**config.mk**
```make
export PLATFORM = sky130hd
export DESIGN_NAME = wb_arbiter_flat
export DESIGN_NICKNAME = d
export VERILOG_FILES = /design/src/rtl/wb_arbiter_if.sv /design/src/rtl/wb_arbiter.sv /design/src/flat_wrapper.sv
export SDC_FILE = /design/constraint.sdc
export NUM_CORES = 1
export LEC_CHECK = 0
export CAP_MARGIN = 30
export CORE_MARGIN = 3
export CORE_UTILIZATION = 57
export CTS_CLUSTER_SIZE = 28
export DETAILED_ROUTE_END_ITERATION = 7
export PLACE_DENSITY_LB_ADDON = 0.05
export SLEW_MARGIN = 0
export SYNTH_ARGS = -nofsm -noshare
export SYNTH_HDL_FRONTEND = slang
export SYNTH_SLANG_ARGS = --single-unit
```
**constraint.sdc**
```tcl
create_clock -name clk -period 8.9 [get_ports clk]
set_clock_uncertainty 0.15 [all_clocks]
set_input_delay 0.89 -clock clk [delete_from_list [all_inputs] [get_ports clk]]
set_output_delay 0.89 -clock clk [all_outputs]
set_load 0.05 [all_outputs]
```
**src/rtl/wb_arbiter_if.sv**
```systemverilog
// -----------------------------------------------------------------------------
// reg_pkg / wb_arbiter_if
//
// Purpose : shared register-file sizing constants plus the bus interface that
//           connects NUM_SRC functional-unit result sources and the register
//           file write ports to the write-back arbiter.
//
// Signals :
//   src_valid   [NUM_SRC]                  source i presents a result
//   src_ready   [NUM_SRC]                  source i may transfer this cycle
//   src_index   [NUM_SRC] x IDX_W          destination physical register
//   src_data    [NUM_SRC] x WORD_SIZE      result value
//   write_ports [NUM_WRITE_PORTS]          RegFileWritePort {en, index_in, data_in}
//
// Modports:
//   slave  - the arbiter (consumes source results, drives write ports)
//   master - the environment (functional units and register file)
// -----------------------------------------------------------------------------
package reg_pkg;
    parameter int WORD_SIZE     = 64;
    parameter int NUM_PHYS_REGS = 128;
endpackage

interface wb_arbiter_if #(
    parameter int WORD_SIZE       = reg_pkg::WORD_SIZE,
    parameter int NUM_PHYS_REGS   = reg_pkg::NUM_PHYS_REGS,
    parameter int NUM_SRC         = 4,
    parameter int NUM_WRITE_PORTS = 2
);
    localparam int IDX_W = (NUM_PHYS_REGS > 1) ? $clog2(NUM_PHYS_REGS) : 1;

    typedef struct packed {
        logic                 en;
        logic [IDX_W-1:0]     index_in;
        logic [WORD_SIZE-1:0] data_in;
    } RegFileWritePort;

    logic [NUM_SRC-1:0]                 src_valid;
    logic [NUM_SRC-1:0]                 src_ready;
    logic [NUM_SRC-1:0][IDX_W-1:0]      src_index;
    logic [NUM_SRC-1:0][WORD_SIZE-1:0]  src_data;
    RegFileWritePort [NUM_WRITE_PORTS-1:0] write_ports;

    modport slave (
        input  src_valid, src_index, src_data,
        output src_ready, write_ports
    );

    modport master (
        output src_valid, src_index, src_data,
        input  src_ready, write_ports
    );
endinterface

```
**src/rtl/wb_arbiter.sv**
```systemverilog
// -----------------------------------------------------------------------------
// wb_arbiter
//
// Purpose : collects results from NUM_SRC functional units, buffers each in a
//           private 2-entry FIFO and grants up to NUM_WRITE_PORTS heads per
//           cycle onto the register-file write ports, round-robin, never
//           granting two heads with the same destination index in one cycle.
//
// Ports   :
//   clk  - single clock, all state on posedge
//   rst  - synchronous active-high reset
//   bus  - wb_arbiter_if.slave (src_valid/src_ready/src_index/src_data in,
//          write_ports out, all write-port fields registered)
//
// Config  : WB_ARBITER_BYPASS_EN - when defined, a source with an empty FIFO
//           competes directly with its live input; a granted result skips the
//           FIFO and reaches write_ports one cycle after transfer. Undefined
//           (default): every result is buffered, two-cycle minimum latency.
// -----------------------------------------------------------------------------
module wb_arbiter #(
    parameter int WORD_SIZE       = reg_pkg::WORD_SIZE,
    parameter int NUM_PHYS_REGS   = reg_pkg::NUM_PHYS_REGS,
    parameter int NUM_SRC         = 4,
    parameter int NUM_WRITE_PORTS = 2
) (
    input  logic           clk,
    input  logic           rst,
    wb_arbiter_if.slave    bus
);
    localparam int IDX_W = (NUM_PHYS_REGS > 1) ? $clog2(NUM_PHYS_REGS) : 1;
    localparam int SRC_W = (NUM_SRC > 1) ? $clog2(NUM_SRC) : 1;

    // Per-source FIFO state
    logic [NUM_SRC-1:0][1:0]                 r_cnt;
    logic [NUM_SRC-1:0]                      r_rd_ptr;
    logic [NUM_SRC-1:0]                      r_wr_ptr;
    logic [NUM_SRC-1:0][1:0][IDX_W-1:0]      r_mem_idx;
    logic [NUM_SRC-1:0][1:0][WORD_SIZE-1:0]  r_mem_data;

    logic [SRC_W-1:0]                        r_rr_ptr;

    // Registered write-port outputs
    logic [NUM_WRITE_PORTS-1:0]                 r_wp_en;
    logic [NUM_WRITE_PORTS-1:0][IDX_W-1:0]      r_wp_idx;
    logic [NUM_WRITE_PORTS-1:0][WORD_SIZE-1:0]  r_wp_data;

    // Arbitration candidates
    logic [NUM_SRC-1:0]                 w_head_vld;
    logic [NUM_SRC-1:0][IDX_W-1:0]      w_head_idx;
    logic [NUM_SRC-1:0][WORD_SIZE-1:0]  w_head_data;

    logic [NUM_SRC-1:0]                 w_grant;
    logic [NUM_SRC-1:0]                 w_push;
    logic [NUM_SRC-1:0]                 w_pop;

    logic [NUM_WRITE_PORTS-1:0]                 w_slot_en;
    logic [NUM_WRITE_PORTS-1:0][IDX_W-1:0]      w_slot_idx;
    logic [NUM_WRITE_PORTS-1:0][WORD_SIZE-1:0]  w_slot_data;
    logic [SRC_W-1:0]                           w_rr_nxt;

    // Scan temporaries
    int                w_scan_pos;
    int                w_n_gnt;
    int                w_nxt_pos;
    logic [SRC_W-1:0]  w_scan;
    logic              w_conflict;

    // Ready depends on registered occupancy only, so no path exists from
    // src_valid or the grant logic back into src_ready.
    always_comb begin
        for (int i = 0; i < NUM_SRC; i++) begin
            bus.src_ready[i] = (r_cnt[i] < 2'd2);
        end
    end

    // Candidate head per source
    always_comb begin
        w_head_vld  = '0;
        w_head_idx  = '0;
        w_head_data = '0;
        for (int i = 0; i < NUM_SRC; i++) begin
`ifdef WB_ARBITER_BYPASS_EN
            // Empty FIFO: the live input competes in its place.
            if (r_cnt[i] != 2'd0) begin
                w_head_vld[i]  = 1'b1;
                w_head_idx[i]  = r_mem_idx[i][r_rd_ptr[i]];
                w_head_data[i] = r_mem_data[i][r_rd_ptr[i]];
            end else begin
                w_head_vld[i]  = bus.src_valid[i];
                w_head_idx[i]  = bus.src_index[i];
                w_head_data[i] = bus.src_data[i];
            end
`else
            w_head_vld[i]  = (r_cnt[i] != 2'd0);
            w_head_idx[i]  = r_mem_idx[i][r_rd_ptr[i]];
            w_head_data[i] = r_mem_data[i][r_rd_ptr[i]];
`endif
        end
    end

    // Round-robin scan starting at r_rr_ptr. The k-th grant fills slot k.
    // A head whose index matches a slot already filled this cycle is skipped
    // and keeps its place for the next cycle.
    always_comb begin
        w_grant     = '0;
        w_slot_en   = '0;
        w_slot_idx  = '0;
        w_slot_data = '0;
        w_rr_nxt    = r_rr_ptr;
        w_n_gnt     = 0;
        w_scan_pos  = 0;
        w_nxt_pos   = 0;
        w_scan      = '0;
        w_conflict  = 1'b0;
        for (int j = 0; j < NUM_SRC; j++) begin
            w_scan_pos = int'(r_rr_ptr) + j;
            if (w_scan_pos >= NUM_SRC) begin
                w_scan_pos = w_scan_pos - NUM_SRC;
            end
            w_scan     = w_scan_pos[SRC_W-1:0];
            w_conflict = 1'b0;
            for (int k = 0; k < NUM_WRITE_PORTS; k++) begin
                if (k < w_n_gnt && w_slot_idx[k] == w_head_idx[w_scan]) begin
                    w_conflict = 1'b1;
                end
            end
            if (w_head_vld[w_scan] && (w_n_gnt < NUM_WRITE_PORTS) && !w_conflict) begin
                w_grant[w_scan] = 1'b1;
                for (int k = 0; k < NUM_WRITE_PORTS; k++) begin
                    if (k == w_n_gnt) begin
                        w_slot_en[k]   = 1'b1;
                        w_slot_idx[k]  = w_head_idx[w_scan];
                        w_slot_data[k] = w_head_data[w_scan];
                    end
                end
                w_n_gnt   = w_n_gnt + 1;
                w_nxt_pos = w_scan_pos + 1;
                if (w_nxt_pos >= NUM_SRC) begin
                    w_nxt_pos = 0;
                end
                w_rr_nxt  = w_nxt_pos[SRC_W-1:0];
            end
        end
    end

    // FIFO push/pop decisions
    always_comb begin
        w_push = '0;
        w_pop  = '0;
        for (int i = 0; i < NUM_SRC; i++) begin
`ifdef WB_ARBITER_BYPASS_EN
            // A grant on an empty FIFO was the live input: it never lands.
            w_push[i] = bus.src_valid[i] && bus.src_ready[i]
                        && !(w_grant[i] && (r_cnt[i] == 2'd0));
            w_pop[i]  = w_grant[i] && (r_cnt[i] != 2'd0);
`else
            w_push[i] = bus.src_valid[i] && bus.src_ready[i];
            w_pop[i]  = w_grant[i];
`endif
        end
    end

    // Control state: counts, pointers, round-robin, write ports
    always_ff @(posedge clk) begin
        if (rst) begin
            r_cnt     <= '0;
            r_rd_ptr  <= '0;
            r_wr_ptr  <= '0;
            r_rr_ptr  <= '0;
            r_wp_en   <= '0;
            r_wp_idx  <= '0;
            r_wp_data <= '0;
        end else begin
            for (int i = 0; i < NUM_SRC; i++) begin
                // Simultaneous push and pop leave the count unchanged.
                r_cnt[i] <= r_cnt[i] + {1'b0, w_push[i]} - {1'b0, w_pop[i]};
                if (w_push[i]) begin
                    r_wr_ptr[i] <= ~r_wr_ptr[i];
                end
                if (w_pop[i]) begin
                    r_rd_ptr[i] <= ~r_rd_ptr[i];
                end
            end
            r_rr_ptr  <= w_rr_nxt;
            r_wp_en   <= w_slot_en;
            r_wp_idx  <= w_slot_idx;
            r_wp_data <= w_slot_data;
        end
    end

    // FIFO storage; contents need no reset since occupancy gates every read.
    always_ff @(posedge clk) begin
        if (!rst) begin
            for (int i = 0; i < NUM_SRC; i++) begin
                if (w_push[i]) begin
                    r_mem_idx[i][r_wr_ptr[i]]  <= bus.src_index[i];
                    r_mem_data[i][r_wr_ptr[i]] <= bus.src_data[i];
                end
            end
        end
    end

    always_comb begin
        for (int k = 0; k < NUM_WRITE_PORTS; k++) begin
            bus.write_ports[k] = {r_wp_en[k], r_wp_idx[k], r_wp_data[k]};
        end
    end

endmodule

```
**src/flat_wrapper.sv**
```systemverilog
// flat-port wrapper written by rule: the top's interface ports become plain ports
module wb_arbiter_flat 
#(
    parameter int WORD_SIZE       = reg_pkg::WORD_SIZE,
    parameter int NUM_PHYS_REGS   = reg_pkg::NUM_PHYS_REGS,
    parameter int NUM_SRC         = 4,
    parameter int NUM_WRITE_PORTS = 2
)
  (clk, rst, bus_src_valid, bus_src_index, bus_src_data, bus_src_ready, bus_write_ports);
  wb_arbiter_if #(.WORD_SIZE(WORD_SIZE), .NUM_PHYS_REGS(NUM_PHYS_REGS), .NUM_SRC(NUM_SRC), .NUM_WRITE_PORTS(NUM_WRITE_PORTS)) bus_i ();
  input  logic clk;
  input  logic rst;
  input wire logic [$bits(bus_i.src_valid)-1:0] bus_src_valid;
  input wire logic [$bits(bus_i.src_index)-1:0] bus_src_index;
  input wire logic [$bits(bus_i.src_data)-1:0] bus_src_data;
  output wire logic [$bits(bus_i.src_ready)-1:0] bus_src_ready;
  output wire logic [$bits(bus_i.write_ports)-1:0] bus_write_ports;
  assign bus_i.src_valid = bus_src_valid;
  assign bus_i.src_index = bus_src_index;
  assign bus_i.src_data = bus_src_data;
  assign bus_src_ready = bus_i.src_ready;
  assign bus_write_ports = bus_i.write_ports;
  wb_arbiter #(.WORD_SIZE(WORD_SIZE), .NUM_PHYS_REGS(NUM_PHYS_REGS), .NUM_SRC(NUM_SRC), .NUM_WRITE_PORTS(NUM_WRITE_PORTS)) u_core (.clk(clk), .rst(rst), .bus(bus_i));
endmodule
```
==> results of run 1 <==
-- layout by cell type, fill, tap and decap left out, drive strengths merged, types with 24 or more instances in the layout --
cell type and instances:
a21oi 268, buf 49, clkbuf 103, clkdlybuf4s50 436
clkinv 24, dfxtp 162, edfxtp 568, mux2 219
mux2i 281, nand2 657, nand3 73, nor2 252
o211ai 66, o21ai 325
-- worst reg2reg max path, delay by kind of cell, from the launching register on --
family,cells,cell delay (ps)
AO/OA/AOI/OAI,4,1280
XOR/XNOR,1,180
adder cells (fa/ha/maj),2,1020
buffers and inverters,2,780
flip-flops,1,930
multiplexers,1,650
AND/OR/NAND/NOR,9,2880
-- flip-flops by register name (all words and copies together) (netlist names) --
register                count
u_core.r_rr_ptr             2
u_core.r_rd_ptr             4
u_core.r_cnt                8
u_core.bus.write_ports    142
u_core.r_mem_data         512
u_core.r_mem_idx           56
u_core.r_wp_en              2
u_core.r_wr_ptr             4
-- worst max-delay path by stage --
| stage | startpoint | to |
|---|---|---|
| after floorplan | rst | u_core.r_mem_data[0] |
| after global placement | u_core.r_rr_ptr[0] | u_core.bus.write_ports[82] |
| after detailed placement | u_core.r_rr_ptr[0] | u_core.bus.write_ports[108] |
| after CTS | u_core.r_rr_ptr[0] | u_core.bus.write_ports[78] |
| after global routing | u_core.r_rr_ptr[0] | u_core.bus.write_ports[85] |
| final | u_core.r_rr_ptr[0] | u_core.bus.write_ports[86] |
-- synth_stat cells (all sizes together), types with 18 or more instances --
master	number	area [um^2]
a21oi	268	1340
buf	70	328
clkbuf	181	679
dfxtp	162	3240
edfxtp	568	17100
inv	20	75.1
mux2	219	2720
mux2i	281	2810
nand2	657	2470
nand3	73	365
nor2	252	946
nor2b	20	125
o211ai	66	495
o21ai	325	1630
o22ai	18	113
xnor2	23	201
-- metal layers --
layer / part of all wire [%] / up-vias
met5: 0.043 / -
met4: 5.0 / 8
met3: 10 / 410
met2: 47 / 1999
met1: 38 / 14100
li1: - / 12800
-- logic make-up after synthesis --
kind of cell | after synthesis | share of synthesized area, %
AND/OR/NAND/NOR | 1075 | 12.2
buffers and inverters | 271 | 3.00
adder cells (fa/ha/maj) | 16 | 0.555
flip-flops | 730 | 56.2
multiplexers | 514 | 16.2
XOR/XNOR | 26 | 0.631
AO/OA/AOI/OAI | 730 | 11.2
-- layout make-up --
class | instances | area (um^2) | area share, %
antenna | 6 | 15.0 | 0.0343
clock buffer | 102 | 2110 | 4.82
sequential | 730 | 20300 | 46.4
clock inverter | 39 | 515 | 1.18
tap | 837 | 1050 | 2.39
inverter | 20 | 90.1 | 0.206
multi-input combinational | 2361 | 14800 | 33.8
timing repair buffer | 486 | 4880 | 11.1
-- through the flow --
stage	util, %	worst slack, ps	instance area (um^2)
2_1_floorplan	-	1650	36100
3_3_place_gp	65.9	1230	41000
3_5_place_dp	66.0	1120	41100
4_1_cts	70.3	1120	43700
5_1_grt	70.5	569	43800
6_report	70.5	905	43800
-- power breakdown --
part           leakage [uW]  switching (uW)  internal, uW  total, uW
combinational       0.00775            5910          3340       9250
sequential          0.00653             366          4170       4540
clock               0.00128            1360          1970       3340
total                0.0156            7640          9490      17100
==> metrics.txt, run 1 <==
clock sinks 730; Post-Synthesis Cells 3362; Finished Layout Cells 4581; reg2reg path depth 19; reg2reg setup slack 910 ps; Core Region 62200 um^2; Worst Setup Start Kind flop; Tot Pwr 17100 uW; Post-synth EDFFs 568; Power Density 391 nW/um^2; crit path DAT 8350 ps; cts hold-fix bufs 0; cts bufs inserted 77; R2R Path End u_core.bus.write_ports[86]; die area 66400 um^2; synthesized area per cell 10.7 um^2; status finished, final reports clean; num rows 91; Die Y 258 um; MaxCap Viol Count 0; leakage power 0.0156 uW; register area share after synthesis 56.2%; Max Freq 0.125 GHz; port bufs 437; Total GRT Usage 34.9%; setup tns final 0 ps; critical path's top delay family simple AND/OR/NAND/NOR gates; first-pass GRT wire length 175000 um; CTS tree done; grt met3 use 7.14%; Crit. path cell count 19; layout cells sized above 1 11.6%; Worst Min Path Start u_core.r_wr_ptr[2]; DRC violation total after the first TritonRoute iteration 3331; final wirelength 119000 um; # resized after CTS 0; vias in the first global route 29000; Critical Path RT 9260 ps; routed via count 29200; drt wl/cell 26.0 um; Placed Instances 4430; CTS root buffer clkbuf_16; Worst Hold End u_core.r_wr_ptr[2]; Final setup viols 0; DP HPWL 74400 um; CP bufs+invs 2; htree depth 3; fraction of registers with async set or reset after synthesis 0%; ANT nets after route 0; Worst path most repeated cell nor2_1; WS Path Type flop to flop; Layout area overhead 21.4%; Die X 258 um; post-synthesis register bit count 730; Nets 3982; Fin Hold WS 418 ps; Top Usage Layer GRT met2; DRC 0; Netlist cell types 62; io pins 438; largest net degree at the start of global routing 121; Clk Latency, worst-skew pair 630 ps; maximum VDD drop 0.463 mV; global route overflow 0; Clk pin slew, worst setup/hold paths 70 ps; Main synth FF type edfxtp_1; hold-critical path depth 2; Bufs on Longest Clock Path 3; crit-path cells inv_8 > ha_4 > nor2b_1 > a22o_1 > nor2_1 > nor4bb_1 > a221oi_1 > nor4_1 > buf_4 > nor2_1 > ha_1 > nor2_1 > nand2_4 > o211ai_1 > xnor2_1 > nor4_1 > a21boi_2 > nand2_8 > mux2_4; Pre-antenna DRT Iters 8; CP max stage delay 930 ps; M2 GR Usage 55.7%; slowest CP cell dfxtp_4; Final Wtd Congestion 0.897; final-report hold violation count 0; CP max FO 109; GR Util met1 45.5%; CP endpoint kind flop; fin crit share 89.8%; Post-CTS Setup Inserts 0; initial antenna violation count 10; RSZ-0062 raised after global routing no; worst-margin pin slew 1100 ps; Slew HR 26.5%; starting density of the core 58.1%; Yosys warnings 0; Post-Synthesis Cell Area 36100 um^2; minimum clock period 7990 ps; drt via density 6.38; Mapped Nets 3668; fillcell total 4396; Reg2Reg Launch Point u_core.r_rr_ptr[0]; Max Slew Vio Count 0; Worst Hold Class flop to flop
Power figures use the tool's default switching activity.
==> inputs of run 2 (changes only) <==
Settings changed: CTS_CLUSTER_DIAMETER set to 200, HOLD_SLACK_MARGIN set to 0.12, RECOVER_POWER set to 50.
==> metrics.txt, run 2 (synthesized netlist as in run 1, its figures left out) <==
R2R Path End u_core.bus.write_ports[89] (was u_core.bus.write_ports[86]); CTS root buffer clkbuf_16 (unchanged); cts hold-fix bufs 0 (unchanged); CTS tree done (unchanged); initial antenna violation count 12 (was 10); Worst Setup Start Kind flop (unchanged); WS Path Type flop to flop (unchanged); layout cells sized above 1 9.36% (was 11.6%); Slew HR -199% (was 26.5%); Clk pin slew, worst setup/hold paths 120 ps (was 70 ps); Max Slew Vio Count 106 (was 0); Layout area overhead 16.4% (was 21.4%); MaxCap Viol Count 3 (was 0); Finished Layout Cells 4498 (was 4581); Worst Hold End u_core.r_wr_ptr[2] (unchanged); Final setup viols 0 (unchanged); crit path DAT 8430 ps (was 8350 ps); reg2reg path depth 19 (unchanged); minimum clock period 8020 ps (was 7990 ps); worst-margin pin slew 4490 ps (was 1100 ps); leakage power 0.0148 uW (was 0.0156 uW); Final Wtd Congestion 0.897 (unchanged); status finished, violations left (was finished, final reports clean); DP HPWL 74400 um (unchanged); fillcell total 4625 (was 4396); CP max FO 109 (unchanged); final-report hold violation count 0 (unchanged); first-pass GRT wire length 172000 um (was 175000 um); Post-CTS Setup Inserts 0 (unchanged); io pins 438 (unchanged); die area 66400 um^2 (unchanged); Nets 3934 (was 3982); starting density of the core 58.1% (unchanged); routed via count 28600 (was 29200); num rows 91 (unchanged); Placed Instances 4430 (unchanged); global route overflow 0 (unchanged); Total GRT Usage 34.0% (was 34.9%); failing checks capacitance limit, slew limit; CP endpoint kind flop (unchanged); Critical Path RT 9300 ps (was 9260 ps); cts bufs inserted 30 (was 77); drt via density 6.37 (was 6.38); DRC 0 (unchanged); most common cell after layout, fill and taps aside nand2_1 (unchanged); final wirelength 117000 um (was 119000 um); Worst Hold Class flop to flop (unchanged); most frequent cells in the layout nand2_1, edfxtp_1, o21ai_0 (was nand2_1, edfxtp_1, clkdlybuf4s50_1); hold-critical path depth 2 (unchanged); fin crit share 90.2% (was 89.8%); RSZ-0062 raised after global routing no (unchanged); reg2reg setup slack 880 ps (was 910 ps); # resized after CTS 0 (unchanged); htree depth 1 (was 3); Core Region 62200 um^2 (unchanged); vias in the first global route 28300 (was 29000); setup tns final 0 ps (unchanged); port bufs 437 (unchanged); Worst Min Path Start u_core.r_wr_ptr[2] (unchanged); clock sinks 730 (unchanged); Power Density 368 nW/um^2 (was 391 nW/um^2); Pre-antenna DRT Iters 8 (unchanged); Clk Latency, worst-skew pair 660 ps (was 630 ps); largest net degree at the start of global routing 121 (unchanged); Die Y 258 um (unchanged); DRC violation total after the first TritonRoute iteration 3427 (was 3331); Reg2Reg Launch Point u_core.r_rr_ptr[0] (unchanged); Die X 258 um (unchanged); CP Launch Point u_core.r_rr_ptr[0] (unchanged); Bufs on Longest Clock Path 3 (unchanged); number of flip-flops in the largest register 512 (unchanged); drt wl/cell 26.0 um (about the same); maximum VDD drop 0.458 mV (was 0.463 mV); ANT nets after route 0 (unchanged); Max Freq 0.125 GHz (about the same)
[run 2: cell types whose count changed in the layout (fill, tap and decap cells not counted), sizes merged, moves of 4 or more]
cell           previous run  this run
clkbuf                  103        58
clkinv                   24         2
clkdlybuf4s50           436       148
bufinv                   10         0
dlygate4sd3               0       288
buf                      49        45
[run 2: final cells by class]
class	instances	area, um^2	area share [%]
tap	837	1050	2.49
timing repair buffer	485	4820	11.5
clock inverter	2	60.1	0.143
multi-input combinational	2361	14800	35.2
clock buffer	54	841	2.00
inverter	20	90.1	0.214
antenna	9	22.5	0.0536
sequential	730	20300	48.4
[run 2: through the flow]
step	instance area, um^2	worst slack, ps	total power, uW	hold WS (ps)	util (%)
2_1_floorplan	36100	1650	10800	350	-
3_3_place_gp	41000	1230	13400	394	65.9
3_5_place_dp	41100	1120	13600	404	66.0
4_1_cts	42000	1080	15300	426	67.5
5_1_grt	42000	518	16100	463	67.6
6_report	42000	875	15500	423	67.6
[run 2: power breakdown]
group	leakage (uW)	switching, uW	internal (uW)
combinational	0.00780	5890	3310
clock	0.000421	1060	658
sequential	0.00653	363	4170
total	0.0148	7310	8140
[run 2: worst max-delay path by stage]
stage	endpoint	slack, ps	cells after the start
2_1_floorplan	u_core.r_mem_data[0]	1650	3
3_3_place_gp	u_core.bus.write_ports[82]	1230	19
3_5_place_dp	u_core.bus.write_ports[108]	1120	19
4_1_cts	u_core.bus.write_ports[89]	1080	19
5_1_grt	u_core.bus.write_ports[85]	520	19
6_report	u_core.bus.write_ports[89]	880	19
[run 2: routing by layer]
metal / vias up / part of all wire, % / global-route usage, %
li1: 12600 / - / -
met1: 13800 / 38 / 45.0
met2: 1855 / 47 / 55.3
met3: 357 / 10 / 5.90
met4: 6 / 4.8 / 15.2
met5: - / 0.036 / 0
[run 2: worst max-delay path, cell delays in order, from the launching register on]
cell and delay, ps:
dfxtp_4 950, inv_8 460, ha_4 600, nor2b_1 250, a22o_1 260, nor2_1 140
nor4bb_1 290, a221oi_1 110, nor4_1 360, buf_4 230, nor2_1 90, ha_1 390
nor2_1 520, nand2_4 420, o211ai_1 380, xnor2_1 180, nor4_1 90, a21boi_2 540
nand2_8 730, mux2_4 540
